$ cat src/rtl/periph_io_controller.sv
// Memory-mapped board I/O block: synchronised/debounced inputs, LED and
// 7-segment display registers, and a one-cycle-latency load/store port.
module periph_io_controller #(
    parameter logic [31:0] BASE_ADDR       = 32'hC000_0000,
    parameter int unsigned DEBOUNCE_CYCLES = 1
) (
    input  logic        clk,
    input  logic        reset,
    input  logic [31:0] addr,
    input  logic        we,
    input  logic        re,
    input  logic [31:0] wdata,
    output logic [31:0] rdata,
    output logic        rvalid,
    output logic        irq,
    input  logic [9:0]  switches,
    input  logic        button,
    output logic [9:0]  leds,
    output logic [6:0]  hex0,
    output logic [6:0]  hex1,
    output logic [6:0]  hex2,
    output logic [6:0]  hex3,
    output logic [6:0]  hex4,
    output logic [6:0]  hex5
);

    localparam logic [16:0] DB_LIMIT = 17'(DEBOUNCE_CYCLES);

    logic        sel;
    logic [3:0]  idx;
    logic        wr;
    logic        rd;

    logic [9:0]  led_reg;
    logic [1:0]  ctrl_reg;
    logic [23:0] hexval_reg;
    logic [6:0]  seg_reg [6];
    logic        event_reg, event_next;
    logic        level_reg, level_next;
    logic [15:0] cnt_reg, cnt_next;
    logic [9:0]  sw_sync1_reg, sw_sync2_reg;
    logic        btn_sync1_reg, btn_sync2_reg;
    logic [31:0] rdata_reg;
    logic        rvalid_reg;
    logic        irq_reg;
    logic [9:0]  leds_reg;
    logic [31:0] rd_val;
    logic [6:0]  hex_q [6];
    logic        unused_bits;

    assign sel = (addr[31:6] == BASE_ADDR[31:6]);
    assign idx = addr[5:2];
    assign wr  = we & sel;
    assign rd  = re & sel;
    assign unused_bits = ^{addr[1:0], wdata[31:24]};

    function automatic logic [6:0] seg_decode(input logic [3:0] nib);
        case (nib)
            4'h0: seg_decode = 7'h3F;
            4'h1: seg_decode = 7'h06;
            4'h2: seg_decode = 7'h5B;
            4'h3: seg_decode = 7'h4F;
            4'h4: seg_decode = 7'h66;
            4'h5: seg_decode = 7'h6D;
            4'h6: seg_decode = 7'h7D;
            4'h7: seg_decode = 7'h07;
            4'h8: seg_decode = 7'h7F;
            4'h9: seg_decode = 7'h6F;
            4'hA: seg_decode = 7'h77;
            4'hB: seg_decode = 7'h7C;
            4'hC: seg_decode = 7'h39;
            4'hD: seg_decode = 7'h5E;
            4'hE: seg_decode = 7'h79;
            default: seg_decode = 7'h71;
        endcase
    endfunction

    // Debounce: a differing level must persist DEBOUNCE_CYCLES samples to be accepted.
    always_comb begin
        level_next = level_reg;
        cnt_next   = '0;
        if (btn_sync2_reg != level_reg) begin
            if ({1'b0, cnt_reg} + 17'd1 >= DB_LIMIT) begin
                level_next = ~level_reg;
            end else begin
                cnt_next = cnt_reg + 16'd1;
            end
        end
    end

    // A new press beats a simultaneous write-one-to-clear.
    always_comb begin
        event_next = event_reg;
        if (wr && idx == 4'd2 && wdata[1]) begin
            event_next = 1'b0;
        end
        if (level_next && !level_reg) begin
            event_next = 1'b1;
        end
    end

    always_comb begin
        rd_val = '0;
        case (idx)
            4'd0:    rd_val = {22'd0, led_reg};
            4'd1:    rd_val = {22'd0, sw_sync2_reg};
            4'd2:    rd_val = {30'd0, event_reg, level_reg};
            4'd3:    rd_val = {30'd0, ctrl_reg};
            4'd4:    rd_val = {8'd0, hexval_reg};
            default: rd_val = '0;
        endcase
        for (int i = 0; i < 6; i++) begin
            if (idx == 4'(i + 5)) begin
                rd_val = {25'd0, seg_reg[i]};
            end
        end
    end

    always_ff @(posedge clk or posedge reset) begin
        if (reset) begin
            led_reg       <= '0;
            ctrl_reg      <= '0;
            hexval_reg    <= '0;
            for (int i = 0; i < 6; i++) begin
                seg_reg[i] <= 7'h7F;
            end
            event_reg     <= 1'b0;
            level_reg     <= 1'b0;
            cnt_reg       <= '0;
            sw_sync1_reg  <= '0;
            sw_sync2_reg  <= '0;
            btn_sync1_reg <= 1'b0;
            btn_sync2_reg <= 1'b0;
            rdata_reg     <= '0;
            rvalid_reg    <= 1'b0;
            irq_reg       <= 1'b0;
            leds_reg      <= '0;
        end else begin
            sw_sync1_reg  <= switches;
            sw_sync2_reg  <= sw_sync1_reg;
            btn_sync1_reg <= button;
            btn_sync2_reg <= btn_sync1_reg;
            level_reg     <= level_next;
            cnt_reg       <= cnt_next;
            event_reg     <= event_next;
            if (wr) begin
                case (idx)
                    4'd0:    led_reg    <= wdata[9:0];
                    4'd3:    ctrl_reg   <= wdata[1:0];
                    4'd4:    hexval_reg <= wdata[23:0];
                    default: ;
                endcase
                for (int i = 0; i < 6; i++) begin
                    if (idx == 4'(i + 5)) begin
                        seg_reg[i] <= wdata[6:0];
                    end
                end
            end
            // rd_val is taken from pre-store state, so a same-cycle store is not visible.
            if (rd) begin
                rdata_reg <= rd_val;
            end
            rvalid_reg <= rd;
            irq_reg    <= ctrl_reg[0] & event_reg;
            leds_reg   <= led_reg;
        end
    end

    genvar gi;
    generate
        for (gi = 0; gi < 6; gi++) begin : g_hex
            logic [6:0] hex_reg;
            always_ff @(posedge clk or posedge reset) begin
                if (reset) begin
                    hex_reg <= 7'h7F;
                end else if (ctrl_reg[1]) begin
                    hex_reg <= ~seg_decode(hexval_reg[4*gi +: 4]);
                end else begin
                    hex_reg <= seg_reg[gi];
                end
            end
            assign hex_q[gi] = hex_reg;
        end
    endgenerate

    assign rdata  = rdata_reg;
    assign rvalid = rvalid_reg;
    assign irq    = irq_reg;
    assign leds   = leds_reg;
    assign hex0   = hex_q[0];
    assign hex1   = hex_q[1];
    assign hex2   = hex_q[2];
    assign hex3   = hex_q[3];
    assign hex4   = hex_q[4];
    assign hex5   = hex_q[5];

endmodule

$ cat config.mk
export PLATFORM = sky130hd
export DESIGN_NAME = periph_io_controller
export DESIGN_NICKNAME = d
export VERILOG_FILES = /design/src/rtl/periph_io_controller.sv
export SDC_FILE = /design/constraint.sdc
export NUM_CORES = 1
export LEC_CHECK = 0
export BUFFER_PORTS_ARGS = -buffer_cell sky130_fd_sc_hd__buf_2
export CORE_UTILIZATION = 45
export DETAILED_ROUTE_END_ITERATION = 6
export PLACE_DENSITY = 0.76
export SLEW_MARGIN = 5
export SYNTH_ARGS = -nofsm -noshare
export SYNTH_HDL_FRONTEND = slang
export SYNTH_SLANG_ARGS = --single-unit
$ cat constraint.sdc
create_clock -name clk -period 9.4 [get_ports clk]
set_clock_uncertainty 0.05 [all_clocks]
set_input_delay 0.94 -clock clk [delete_from_list [all_inputs] [get_ports clk]]
set_output_delay 0.94 -clock clk [all_outputs]
set_load 0.01 [all_outputs]
# Word level (Yosys, flattened, before mapping)
# Memories as Yosys holds them, arrays and structs flattened.
# Cells that the tools add are included.
[word_totals]
ff_bits = 204
rom_bits = 672
input_bits = 79
output_inout_bits = 86
elab_cells = 97
memories = 6
[memory_table]
columns = ["name", "words", "width", "read_ports", "rd_ports_with_merged_regs", "wr", "line", "text"]
rows = [
  ["(no name shown)", 16, 7, 1, 0, 0, "58", "case (nib)"],
  ["(no name shown)", 16, 7, 1, 0, 0, "58", ""],
  ["(no name shown)", 16, 7, 1, 0, 0, "58", ""],
  ["(no name shown)", 16, 7, 1, 0, 0, "58", ""],
  ["(no name shown)", 16, 7, 1, 0, 0, "58", ""],
  ["(no name shown)", 16, 7, 1, 0, 0, "58", ""],
]
[op_classes]
addsub = 2
magnitude_cmp = 1
n_eq_ne = 12
muxes = 25
n_bitwise = 10
reduce_logical = 15
[ops]
columns = ["cell", "count"]
rows = [
  ["two-way mux 32 bit", 6],
  ["one-hot mux 24 bit (5 select lines)", 1],
  ["two-way mux 7 bit", 12],
  ["inverter 7 bit", 6],
  ["two-way mux 16 bit", 2],
  ["== test 26 bit (second input constant)", 1],
  ["AND reduction 2 bit", 9],
  ["adder 16 x 1 -> 17 bit (second input constant)", 1],
  [">= comparator 17 x 1 -> 1 bit (second input constant)", 1],
  ["adder 16 x 1 -> 16 bit (second input constant)", 1],
  ["== test 4 x 3 -> 1 bit (second input constant)", 4],
  ["== test 4 bit (second input constant)", 3],
  ["== test 4 x 2 -> 1 bit (second input constant)", 2],
  ["== test 4 x 1 -> 1 bit (second input constant)", 1],
  ["zero test 4 bit", 1],
  ["two-way mux 1 bit", 4],
  ["bitwise AND 1 bit", 3],
  ["logical AND 1 bit", 3],
  ["nonzero test 2 bit", 1],
  ["zero test 1 bit", 1],
  ["!= test 1 bit", 1],
  ["inverter 1 bit", 1],
]

# Logic depth before layout (Yosys ltp)
[depth]
word_depth = 8
mapped_depth = 8
depth_no_buf = 7

# Worst setup path after synthesis
# OpenSTA, ideal clock, no wires.
[synth_timing]
path_kind = "input to register"
startpoint = "input addr[7]"
endpoint = "register ctrl_reg[0]"
setup_time_ns = 0.125
t_arrival_ns = 2.356
path_slack_ns = 6.869
path_stages = 6
path_buffers = 0
path_cell_list = "nor4b_2 -> nand4_1 -> nor2_2 -> nand2_4 -> or4_4 -> mux2_4"
[synth_between]
elab_chain_cells = 3
[synth_rtl]
columns = ["item", "line", "text"]
rows = [
  ["start, declared", "9", "input logic [31:0] addr,"],
  ["== test 26 bit", "51", "assign sel = (addr[31:6] == BASE_ADDR[31:6]);"],
  ["bitwise AND 1 bit", "53", "assign wr = we & sel;"],
  ["AND reduction 2 bit (no line)", "-", ""],
  ["end signal, assigned", "149", "4'd3: ctrl_reg <= wdata[1:0];"],
  ["end, declared", "35", "logic [1:0] ctrl_reg;"],
]
# Every way passes these cells.
# A chain may end at the register's enable or synchronous reset.

# Worst setup path after layout
[layout_timing]
startpoint = "input addr[4]"
endpoint = "register led_reg[8]"
[layout_between]
elab_chain_cells = 2
[layout_rtl]
columns = ["item", "line", "text"]
rows = [
  ["zero test 4 bit", "147", "case (idx)"],
  ["AND reduction 2 bit (no line)", "-", ""],
  ["end signal, assigned", "148", "4'd0: led_reg <= wdata[9:0];"],
  ["end, declared", "34", "logic [9:0] led_reg;"],
]
# Every way passes these cells.

==> impl_metrics.toml <==
[detailed_routing]
routed_wl_mm = 21.44
drcViolationCount = 0
vias_per_cell = 5.325
firstDrtPassIters = 5
drt_iter0_drc = 567
wl_per_cell_um = 16.44
ant_nets = 0
vias = 6944

[worst_hold_path]
min_path_type = "reg -> reg"

[sta]
post-route-min-period_ps = 2901
period_share_pct = 30.86
slew_viol_final = 0
setup_viol = 0
hold_viol = 0
grt_setup_unrepaired = "false"
slew_headroom_pct = 18.39
fmax_mhz = 344.8
tightest_slew_ps = 1213
tns_ps = 0

[synthesis]
ys_ff_latch = 196
avgSynthCellArea_um2 = 10.51
syn_area_um2 = 9303
synth_ff_type = "dfrtp_1"
synth-edff-count = 0
async_flop_share_pct = 100.0
synth_seq_area_share_pct = 53.85
syn_inst = 885
ys_warn_count = 0
synth_cell_types = 62

[setup_path]
critical-path-top-delay-family = "simple AND/OR/NAND/NOR gates"
worstSetupPathType = "in -> reg"
slowest_delay_ps = 1050
start_kind = "primary input"
critical-path-slowest-cell = "nor4_1"
cp_max_fo = 16
arrival_ps = 3170
worstPathRequired_ps = 9670
worstPathCellList = "buf_2, nor4_1, and3_2, mux2_2"
critPathBufInv = 1
crit_path_end_kind = "flip-flop"

[pwr]
pwr-share-seq_pct = 52.0
netSwitchingPower_w = 0.0004120
p_leak_nw = 5.026
p_sw_share_pct = 24.91
intPower_w = 0.001242
vdd_ir_drop_max_mv = 0.1054
pwr-share-comb_pct = 4.4
pwr-share-clk_pct = 43.7
power_density_nw_per_um2 = 153.5

[layout]
final_cells = 1304
area_growth_pct = 15.82
largest_reg_flops = 42
drive_above_1_share_pct = 34.85
fin_nets = 1131

[clocking]
cts_hold_repair.buffers = 0
cts_buffer_depth = 2
h-tree-depth = 4
path_clk_slew_ps = 80
root_buffer = "clkbuf_16"
cts_tree = "done"
clk_latency_ps = 430
cts_resized = 0
cts_sinks = 196
post_cts_buffers = 0
numCtsBuffers = 17

[floorplanning]
die_h_um = 145.8
pin_count = 165
die_w_um = 145.8
core_area_um2 = 20230
initial_core_util_pct = 45.97
core.rowCount = 52
die_area_um2 = 21250

[global_route]
grt_max_degree = 118
grt_pass1_wl_mm = 34.72
overflow = 0
grt_pass1_vias = 6624
antenna_found_initial = 1
grtUsageTotal_pct = 20.78

[run]
maxCapViolations = 0

[placed_design]
dp_hpwl_mm = 14.83
gp_congestion = 0.8960
numPortBuffers = 146
dp.cells = 1271

[run_status]
status = "completed"
==> cell usage in the layout, fill, tap and decap left out, types with 3 or more instances in the layout <==
master	count
a31oi_1	22
nor3_1	9
o22ai_1	5
mux2i_1	9
nor2b_1	4
clkbuf_16	17
ha_1	32
a21o_1	5
or2_2	5
nor2_2	4
mux2_2	67
nand3_1	27
buf_4	4
nand2_1	84
nor4_1	4
conb_1	24
inv_8	7
dfstp_2	84
nand2b_1	9
a21oi_1	92
a211oi_1	8
xor2_1	4
nor4_2	3
clkinv_8	3
o21ai_0	72
nor3_2	4
buf_2	146
a22oi_1	5
nor2_1	63
o211ai_1	4
inv_1	46
dfrtp_1	111
a222oi_1	3
nand4_1	5
==> power groups by stage <==
| stage | registers (W) | clock network, W | logic [W] |
|---|---|---|---|
| floorplan | 0.000872 | 0 | 0.0000455 |
| global placement | 0.000873 | 0 | 0.0000715 |
| detailed placement | 0.000874 | 0 | 0.0000728 |
| CTS | 0.000859 | 0.000734 | 0.0000731 |
| global route | 0.000860 | 0.000766 | 0.0000814 |
| finish | 0.000859 | 0.000722 | 0.0000724 |
==> synth_stat cells, types with 2 or more instances <==
cell,number,share of area (%)
dfrtp_1,112,30
a21oi_1,92,4.9
dfstp_2,84,24
nand2_1,84,3.4
o21ai_0,72,3.9
mux2_2,67,8.1
nor2_1,63,2.5
inv_1,47,1.9
ha_1,32,4.3
clkbuf_1,29,1.2
nand3_1,27,1.5
a31oi_1,22,1.5
buf_4,10,0.81
mux2i_1,9,0.97
nand2b_1,9,0.61
nor3_1,9,0.48
a211oi_1,8,0.65
buf_2,8,0.43
buf_6,6,0.73
a21o_1,5,0.40
a22oi_1,5,0.40
nand4_1,5,0.34
o22ai_1,5,0.34
or2_2,5,0.34
nor2_2,4,0.27
nor2b_1,4,0.27
nor3_2,4,0.43
nor4_1,4,0.27
o211ai_1,4,0.32
xor2_1,4,0.38
a222oi_1,3,0.32
buf_1,3,0.12
nor4_2,3,0.40
and2_1,2,0.13
and3_1,2,0.13
and3_2,2,0.16
and4_1,2,0.19
clkinv_1,2,0.081
mux2_4,2,0.32
o221ai_1,2,0.19
o41ai_1,2,0.19
==> final timing paths <==
| kind | startpoint | to | slack (ps) | cells after the start |
|---|---|---|---|---|
| setup / recovery | addr[4] | led_reg[8] | 6500 | 4 |
| hold / removal | sw_sync1_reg[3] | sw_sync2_reg[3] | 300 | 0 |
| setup reg to reg | cnt_reg[1] | level_reg | 7040 | 7 |
| hold reg to reg | sw_sync1_reg[3] | sw_sync2_reg[3] | 300 | 0 |
| max in group asynchronous | reset | rdata[13] | 7250 | 3 |
| min in group asynchronous | reset | cnt_reg[5] | 570 | 2 |
==> kinds of logic after synthesis <==
group,count (synthesis),share of synthesized area (%)
AO/OA/AOI/OAI,231,14.18
flip-flops,196,53.85
other,1,0.04031
buffers and inverters,106,5.447
adder cells (fa/ha/maj),32,4.304
multiplexers,79,9.644
AND/OR/NAND/NOR,236,12.16
XOR/XNOR,4,0.3766
==> layout make-up <==
class	instances	area, um^2
fill	1782	9460
multi-input combinational	606	3872
clock inverter	14	158.9
sequential	196	5011
antenna	1	2.502
timing repair buffer	150	760.7
clock buffer	18	439.2
inverter	49	191.4
tap	270	337.8
==> metal layers <==
metal / up-vias / wire length [um] / track usage, %
met4: 0 / 388 / 6.737
met2: 218 / 10330 / 32.66
met1: 3372 / 9452 / 28.46
met3: 29 / 1264 / 4.796
li1: 3325 / - / -
met5: - / 0 / 0
==> through the flow <==
step                setup slack [ps]  hold slack (ps)  util (%)  cell area (um^2)  total power (W)
floorplan                       3208            281.2         -              9389        0.0009170
detailed placement              6102            287.8     50.28             10170        0.0009470
global route                    6373            315.7     53.25             10770         0.001707
global placement                6187            282.7     50.28             10170        0.0009449
finish                          6499            304.2     53.25             10770         0.001654
CTS                             6561            306.1     53.23             10770         0.001666
Note: power is estimated with default switching activity, not from simulation.
